==> src/rtl/mod_alu_pipe.sv <==
// Two-stage pipelined modulo add/sub/inc/dec ALU for the clock/calendar fields.
// Latency 2 cycles from acceptance to out_valid; 1 op/cycle while out_ready=1.
// Backpressure: stage 1 fills its bubble while stage 2 stalls; in_ready drops once both are full.
module mod_alu_pipe #(
    parameter int WIDTH   = 6,
    parameter int MODULUS = 60,
    parameter int TAG_W   = 2
) (
    input  logic             clk,
    input  logic             rst,
    input  logic             in_valid,
    output logic             in_ready,
    input  logic [WIDTH-1:0] in_a,
    input  logic [WIDTH-1:0] in_b,
    input  logic [1:0]       in_op,
    input  logic             in_cin,
    input  logic [TAG_W-1:0] in_tag,
    output logic             out_valid,
    input  logic             out_ready,
    output logic [WIDTH-1:0] out_result,
    output logic             out_cout,
    output logic             out_err,
    output logic [TAG_W-1:0] out_tag
);

    // Two guard bits hold -MODULUS..2*MODULUS-1 even when MODULUS = 2**WIDTH.
    localparam int RW = WIDTH + 2;
    localparam logic signed [RW-1:0] MOD_S = RW'(MODULUS);

    localparam logic [1:0] OP_ADD = 2'b00;
    localparam logic [1:0] OP_SUB = 2'b01;
    localparam logic [1:0] OP_INC = 2'b10;

    typedef struct packed {
        logic signed [RW-1:0] raw;
        logic                 err;
        logic [TAG_W-1:0]     tag;
    } s1_t;

    logic                    s1_vld;
    s1_t                     s1_d;
    s1_t                     s1_q;
    logic                    s2_vld;
    logic                    s2_adv;
    logic [WIDTH-1:0]        s2_res_q;
    logic                    s2_cout_q;
    logic                    s2_err_q;
    logic [TAG_W-1:0]        s2_tag_q;
    logic [WIDTH-1:0]        s2_res_d;
    logic                    s2_cout_d;

    logic signed [RW-1:0]    a_x;
    logic signed [RW-1:0]    b_x;
    logic signed [RW-1:0]    c_x;
    logic signed [RW-1:0]    raw_q;

    assign s2_adv   = !s2_vld || out_ready;
    assign in_ready = !s1_vld || s2_adv;

    assign a_x = $signed({2'b00, in_a});
    assign b_x = $signed({2'b00, in_b});
    assign c_x = $signed({{(RW-1){1'b0}}, in_cin});

    always_comb begin
        s1_d     = '0;
        s1_d.tag = in_tag;
        case (in_op)
            OP_ADD:  s1_d.raw = a_x + b_x + c_x;
            OP_SUB:  s1_d.raw = a_x - b_x - c_x;
            OP_INC:  s1_d.raw = a_x + c_x;
            default: s1_d.raw = a_x - c_x;
        endcase
        // B only matters for the two-operand ops.
        s1_d.err = (a_x >= MOD_S) || ((b_x >= MOD_S) && !in_op[1]);
    end

    assign raw_q = s1_q.raw;

    always_comb begin
        s2_res_d  = '0;
        s2_cout_d = 1'b0;
        if (s1_q.err) begin
            s2_res_d  = '0;
            s2_cout_d = 1'b0;
        end else if (raw_q >= MOD_S) begin
            s2_res_d  = WIDTH'(raw_q - MOD_S);
            s2_cout_d = 1'b1;
        end else if (raw_q[RW-1]) begin
            s2_res_d  = WIDTH'(raw_q + MOD_S);
            s2_cout_d = 1'b1;
        end else begin
            s2_res_d  = WIDTH'(raw_q);
            s2_cout_d = 1'b0;
        end
    end

    always_ff @(posedge clk or posedge rst) begin
        if (rst) begin
            s1_vld    <= 1'b0;
            s1_q      <= '0;
            s2_vld    <= 1'b0;
            s2_res_q  <= '0;
            s2_cout_q <= 1'b0;
            s2_err_q  <= 1'b0;
            s2_tag_q  <= '0;
        end else begin
            if (in_ready) begin
                s1_vld <= in_valid;
                if (in_valid) begin
                    s1_q <= s1_d;
                end
            end
            if (s2_adv) begin
                s2_vld <= s1_vld;
                if (s1_vld) begin
                    s2_res_q  <= s2_res_d;
                    s2_cout_q <= s2_cout_d;
                    s2_err_q  <= s1_q.err;
                    s2_tag_q  <= s1_q.tag;
                end
            end
        end
    end

    assign out_valid  = s2_vld;
    assign out_result = s2_res_q;
    assign out_cout   = s2_cout_q;
    assign out_err    = s2_err_q;
    assign out_tag    = s2_tag_q;

endmodule

==> config.mk <==
export PLATFORM = sky130hd
export DESIGN_NAME = mod_alu_pipe
export DESIGN_NICKNAME = d
export VERILOG_FILES = /design/src/rtl/mod_alu_pipe.sv
export SDC_FILE = /design/constraint.sdc
export NUM_CORES = 1
export LEC_CHECK = 0
export ABC_AREA = 0
export BUFFER_PORTS_ARGS = -buffer_cell sky130_fd_sc_hd__buf_2
export CORE_MARGIN = 1
export CORE_UTILIZATION = 42
export DETAILED_ROUTE_END_ITERATION = 6
export PLACE_DENSITY = 0.7
export SLEW_MARGIN = 20
export SYNTH_ARGS = -nofsm -noshare
export SYNTH_HDL_FRONTEND = slang
export SYNTH_SLANG_ARGS = --single-unit
==> constraint.sdc <==
create_clock -name clk -period 6.05 [get_ports clk]
set_clock_uncertainty 0.1 [all_clocks]
set_input_delay 0.605 -clock clk [delete_from_list [all_inputs] [get_ports clk]]
set_output_delay 0.605 -clock clk [all_outputs]
set_load 0.05 [all_outputs]
==> results of run 1 <==
critical path, cell delays in order:
cell      delay [ns]
buf_2           0.09
inv_1           0.08
ha_1            0.23
fa_1            0.41
nand2b_1        0.20
a21o_1          0.23
xnor2_1         0.19
o311ai_0        0.38
nand4_1         0.15
o22ai_1         0.18
layer usage:
metal	vias to the layer above	share of wire, %
met5	-	0
met4	0	0.88
met3	4	4.4
met1	845	47
li1	889	-
met2	44	48
kinds of logic (layout without fill, tap and decap cells):
logic type	count (synthesis)	count (layout)	share of synthesized area, %
xor+xnor	17	17	7.20
simple gates	80	80	20.3
mux	10	10	6.30
compound gates	56	56	18.9
fa+ha+maj	22	22	14.4
buf+inv	27	51	5.08
flops	23	23	27.8
cell type report:
type / instances / share of cell area [%]
clock buffer: 3 / 1.79
clock inverter: 1 / 0.217
inverter: 15 / 2.44
multi-input combinational: 185 / 60.1
sequential: 23 / 24.9
tap: 67 / 3.63
timing repair buffer: 32 / 6.94
final timing paths:
| kind | startpoint | endpoint | slack, ns |
|---|---|---|---|
| worst max register to register | raw_q[2]$_DFFE_PP0P_ | out_result[5]$_DFFE_PP0P_ | 3.89 |
| worst min-delay path | out_result[0]$_DFFE_PP0P_ | out_result[0]$_DFFE_PP0P_ | 0.38 |
| worst min register to register | out_result[0]$_DFFE_PP0P_ | out_result[0]$_DFFE_PP0P_ | 0.38 |
| max in group asynchronous | rst | s1_q[0]$_DFFE_PP0P_ | 4.92 |
| worst max-delay path | in_a[0] | raw_q[5]$_DFFE_PP0P_ | 3.39 |
| min in group asynchronous | rst | out_result[1]$_DFFE_PP0P_ | 0.41 |
sequential cells by signal, summed over array words and instances (netlist names):
| name | cells |
|---|---|
| out_err | 1 |
| out_valid | 1 |
| raw_q | 8 |
| s1_q | 3 |
| out_cout | 1 |
| out_result | 6 |
| s1_vld | 1 |
| out_tag | 2 |
placed cells by master, fill, tap and decap left out, types with 4 or more instances in the layout:
| cell | n |
|---|---|
| nand3_1 | 5 |
| buf_2 | 32 |
| xor2_1 | 6 |
| nand2_1 | 23 |
| mux2_2 | 4 |
| nor2_1 | 15 |
| a21oi_1 | 10 |
| dfrtp_1 | 23 |
| nand2b_1 | 6 |
| mux2i_1 | 4 |
| xnor2_1 | 11 |
| inv_1 | 15 |
| nor2b_1 | 4 |
| o22ai_1 | 4 |
| nand4_1 | 4 |
| ha_1 | 19 |
| o21ai_0 | 11 |
power by group through the flow:
stage	Sequential [mW]	Combinational, mW	Clock, mW
5_1_grt	0.214	0.299	0.0997
2_1_floorplan	0.278	0.145	0
6_report	0.209	0.272	0.0912
3_3_place_gp	0.211	0.267	0
3_5_place_dp	0.212	0.272	0
4_1_cts	0.209	0.273	0.0939
through the flow:
step / setup WS, ns / cells
2_1_floorplan: 3.46 / 235
3_3_place_gp: 3.23 / 322
3_5_place_dp: 3.15 / 322
4_1_cts: 3.40 / 326
5_1_grt: 3.19 / 326
6_report: 3.39 / 326
cells in the mapped netlist (4+ instances only):
cell type	number	area, µm²
xnor2_1	11	96.3
dfrtp_1	23	576
nand2b_1	6	37.5
mux2_2	4	45.0
mux2i_1	4	40.0
a21oi_1	10	50.1
clkbuf_1	9	33.8
nand2_1	23	86.3
inv_1	15	56.3
xor2_1	6	52.6
o21ai_0	11	55.1
ha_1	19	238
nor2b_1	4	25.0
nand4_1	4	25.0
nor2_1	15	56.3
o22ai_1	4	25.0
nand3_1	5	25.0
==> results.sh, run 1 <==
export IMPL_io_buffers=32
export IMPL_fin_crit_sh_pct=44.0
export IMPL_switching_power_uw=244
export IMPL_r2r_cells=6
export IMPL_slew_headroom_pct=43.7
export IMPL_yosysWarnings=0
export IMPL_tritoncts="done"
export IMPL_p_clk_share_pct=16.0
export IMPL_ys_seq_elements=23
export IMPL_dieArea_um2=5210
export IMPL_tightest_slew_ns=0.843
export IMPL_grt_pass1_wl_um=7560
export IMPL_nFillCells=476
export IMPL_die_width_um=72.2
export IMPL_cts_buffers=3
export IMPL_grt_use_total_pct=17.8
export IMPL_tns_ns=0
export IMPL_insertedDiodeCount=0
export IMPL_fin_nets=303
export IMPL_area_growth_syn_to_layout_pct=11.7
export IMPL_avgSynthCellArea_um2=8.80
export IMPL_switching_share_pct=42.7
export IMPL_worstSkewPairLatency_ns=0.25
export IMPL_ys_flop_type="dfrtp_1"
export IMPL_ys_seq_area_share_pct=27.8
export IMPL_cts_resized_gates=0
export IMPL_hp_class="reg -> reg"
export IMPL_root_buffer="clkbuf_8"
export IMPL_clock_sinks=23
export IMPL_row_count=25
export IMPL_end_kind="register"
export IMPL_fin_hold_ws_ns=0.376
export IMPL_worstPathArrival_ns=2.74
export IMPL_synthArstFlopShare_pct=100
export IMPL_finalPower_uw=572
export IMPL_coreArea_um2=4720
export IMPL_hold_depth=2
export IMPL_hold_buffers=0
export IMPL_avgViaCountPerCell=5.47
export IMPL_cp_required_ns=6.13
export IMPL_power_density_nw_per_um2=248
export IMPL_syn_inst=235
export IMPL_clk_pin_slew_ns=0.08
export IMPL_leakage_nw=1.06
export IMPL_p_seq_share_pct=36.5
export IMPL_hpwl_um=3510
export IMPL_layout_drive_gt1_share_pct=18.9
export IMPL_grt_setup_unrepaired="false"
export IMPL_clock_path_buffers=2
export IMPL_setup_viol=0
export IMPL_grt_max_degree=24
export IMPL_p_comb_share_pct=47.5
export IMPL_routedWlPerCell_um=13.2
export IMPL_p_int_uw=328
export IMPL_grt_overflow_total=0
export IMPL_fp_dieH_um=72.2
export IMPL_antenna_found_initial=0
export IMPL_drcViolationCount=0
export IMPL_drv_slew=0
export IMPL_htreeDepth=1
export IMPL_syn_nets=278
export IMPL_cp_max_fo=4
export IMPL_placed_cell_area_um2=2260
export IMPL_ios=33
export IMPL_max_cap_violations=0
export IMPL_finalCriticalPeriod_ns=2.66
export IMPL_ant_nets=0
export IMPL_synth_edf_count=0
export IMPL_post_cts_buffers=0
export IMPL_area_sequential_um2=576
export IMPL_grt_pass1_vias=1740
export IMPL_gr_max_usage_layer="met2"
export IMPL_vias=1782
export IMPL_status="completed"
export IMPL_path_class="in -> reg"
export IMPL_syn_cell_area_um2=2070
export IMPL_hold_viol=0
export IMPL_gp_congestion=0.886
export IMPL_crit_path_start_kind="input pin"
export IMPL_fmax_mhz=376
export IMPL_dr_pass1_iters=4
export IMPL_final_cell_area_um2=2310
export IMPL_use_met1_pct=23.2
export IMPL_grt_use_met2_pct=32.3
export IMPL_drt_iter0_drc=91
export IMPL_initial_core_util_pct=43.8
export IMPL_multi_input_area_um2=1390
export IMPL_ys_types=52
export IMPL_use_met3_pct=1.81
export IMPL_totalWireLength_um=4310
export IMPL_fin_util_pct=48.9
export IMPL_ir_drop_mv=0.131
Note: power is estimated with default switching activity, not from simulation.
==> inputs of run 2 (changes only) <==
- PLACE_DENSITY: 0.7 -> 0.73
- clock period: 6.05 -> 2.4 ns (I/O delays scaled with it)
==> results.sh, run 2 (same netlist as run 1, synthesis figures left out) <==
export IMPL_power_density_nw_per_um2=618
export IMPL_post_cts_buffers=0
export IMPL_fmax_mhz=445
export IMPL_totalWireLength_um=4530
export IMPL_placement_setup_worst_slack_ns=-0.186
export IMPL_vias=1801
export IMPL_grt_pass1_vias=1744
export IMPL_ir_drop_mv=0.381
export IMPL_area_growth_syn_to_layout_pct=16.9
export IMPL_die_width_um=72.2
export IMPL_drcViolationCount=0
export IMPL_htreeDepth=1
export IMPL_worstSkewPairLatency_ns=0.26
export IMPL_setup_viol=0
export IMPL_finalWorstSetupSlack_ns=0.151
export IMPL_instances_no_fill=340
export IMPL_cts_buffers=3
export IMPL_max_cap_violations=0
export IMPL_tightest_slew_ns=0.829
export IMPL_grt_setup_unrepaired="false"
export IMPL_antenna_found_initial=0
export IMPL_cp_required_ns=2.48
export IMPL_fin_nets=317
export IMPL_gp_congestion=0.882
export IMPL_largest_reg_flops=8
export IMPL_fin_crit_sh_pct=93.7
export IMPL_clock_path_buffers=2
export IMPL_crit_path_start_kind="input pin"
export IMPL_end_kind="register"
export IMPL_routedWlPerCell_um=13.3
export IMPL_cp_max_fo=3
export IMPL_grt_max_degree=24
export IMPL_path_class="in -> reg"
export IMPL_grt_overflow_total=0
export IMPL_hpwl_um=3690
export IMPL_slew_headroom_pct=44.7
export IMPL_drt_iter0_drc=108
export IMPL_hold_buffers=0
export IMPL_insertedDiodeCount=0
export IMPL_avgViaCountPerCell=5.30
export IMPL_mostFrequentLayoutCell="buf_2"
export IMPL_dp_cells=336
export IMPL_hold_viol=0
export IMPL_coreArea_um2=4720
export IMPL_initial_core_util_pct=43.8
export IMPL_grt_use_total_pct=18.9
export IMPL_fp_dieH_um=72.2
export IMPL_layout_drive_gt1_share_pct=23.1
export IMPL_finalCriticalPeriod_ns=2.25
export IMPL_row_count=25
export IMPL_grt_pass1_wl_um=7700
export IMPL_dieArea_um2=5210
export IMPL_ios=33
export IMPL_io_buffers=32
export IMPL_final_cell_mix="buf_2 (32), nand2_1 (23), dfrtp_1 (23)"
export IMPL_clk_pin_slew_ns=0.08
export IMPL_leakage_nw=1.13
export IMPL_ant_nets=0
export IMPL_dr_pass1_iters=4
export IMPL_hp_class="in -> async"
export IMPL_clock_sinks=23
export IMPL_status="completed"
export IMPL_tritoncts="done"
export IMPL_worstPathArrival_ns=2.33
export IMPL_root_buffer="clkbuf_8"
export IMPL_drv_slew=0
==> run 2: cell types whose count changed in the layout (fill, tap and decap cells not counted) <==
cell,previous run,this run
clkbuf_1,0,1
o21bai_1,3,2
clkinv_2,1,0
o21bai_2,0,1
buf_4,0,14
==> run 2: cell type report <==
class | count | area (µm²)
timing repair buffer | 46 | 265
sequential | 23 | 576
clock buffer | 4 | 45.0
fill | 451 | 2310
inverter | 15 | 56.3
multi-input combinational | 185 | 1390
tap | 67 | 83.8
==> run 2: per-layer routing <==
metal	part of all wire, %	up-vias	wire, µm	GRT usage, %
li1	-	912	-	-
met3	4.2	4	192	1.81
met1	45	839	2030	23.1
met4	0.95	0	43	5.66
met5	0	-	0	0
met2	50	46	2260	35.0
==> run 2: what timing repair did <==
| action | CTS | global route |
|---|---|---|
| resized for setup | 0 | 1 |
| endpoints found under the setup margin | 0 | 1 |
| endpoints found under the hold margin | 0 | 0 |
==> run 2: through the flow <==
| stage | utilization (%) | power [mW] | area [µm²] | TNS [ns] | hold slack, ns |
|---|---|---|---|---|---|
| final | 51.2 | 1.49 | 2420 | 0 | 0.0339 |
| after detailed placement | 50.1 | 1.26 | 2370 | -0.442 | 0.345 |
| after global placement | 50.1 | 1.24 | 2370 | -0.0520 | 0.336 |
| after floorplan | - | 1.06 | 2070 | 0 | 0.142 |
| after CTS | 51.1 | 1.50 | 2410 | 0 | 0.0650 |
| after global routing | 51.2 | 1.59 | 2420 | 0 | 0.0817 |
==> run 2: path summary, 6_finish.rpt <==
check                                           from                        end  slack, ns  cells after the start
min                                              rst  out_result[5]$_DFFE_PP0P_       0.03                      2
max reg2reg                       s1_vld$_DFFE_PP0N_       raw_q[6]$_DFFE_PP0P_       0.49                      6
max                                          in_a[0]       raw_q[6]$_DFFE_PP0P_       0.15                     11
min in group clk                           in_tag[1]        s1_q[1]$_DFFE_PP0P_       0.07                      3
min reg2reg                out_result[0]$_DFFE_PP0P_  out_result[0]$_DFFE_PP0P_       0.38                      2
max in group asynchronous                        rst  out_result[2]$_DFFE_PP0P_       1.65                      2
==> run 2: critical path: stages <==
cell,delay (ns)
buf_2,0.09
inv_1,0.08
ha_1,0.24
fa_1,0.40
nand2b_1,0.20
nor4_1,0.32
a21oi_1,0.07
o311ai_1,0.27
buf_4,0.18
a31oi_1,0.08
a21oi_1,0.18
==> run 2: power by group <==
group          total [mW]  internal, mW  leakage (nW)  switching, mW
Sequential          0.529         0.470         0.279         0.0589
Combinational       0.730         0.275         0.830          0.455
Clock               0.235         0.118        0.0228          0.117
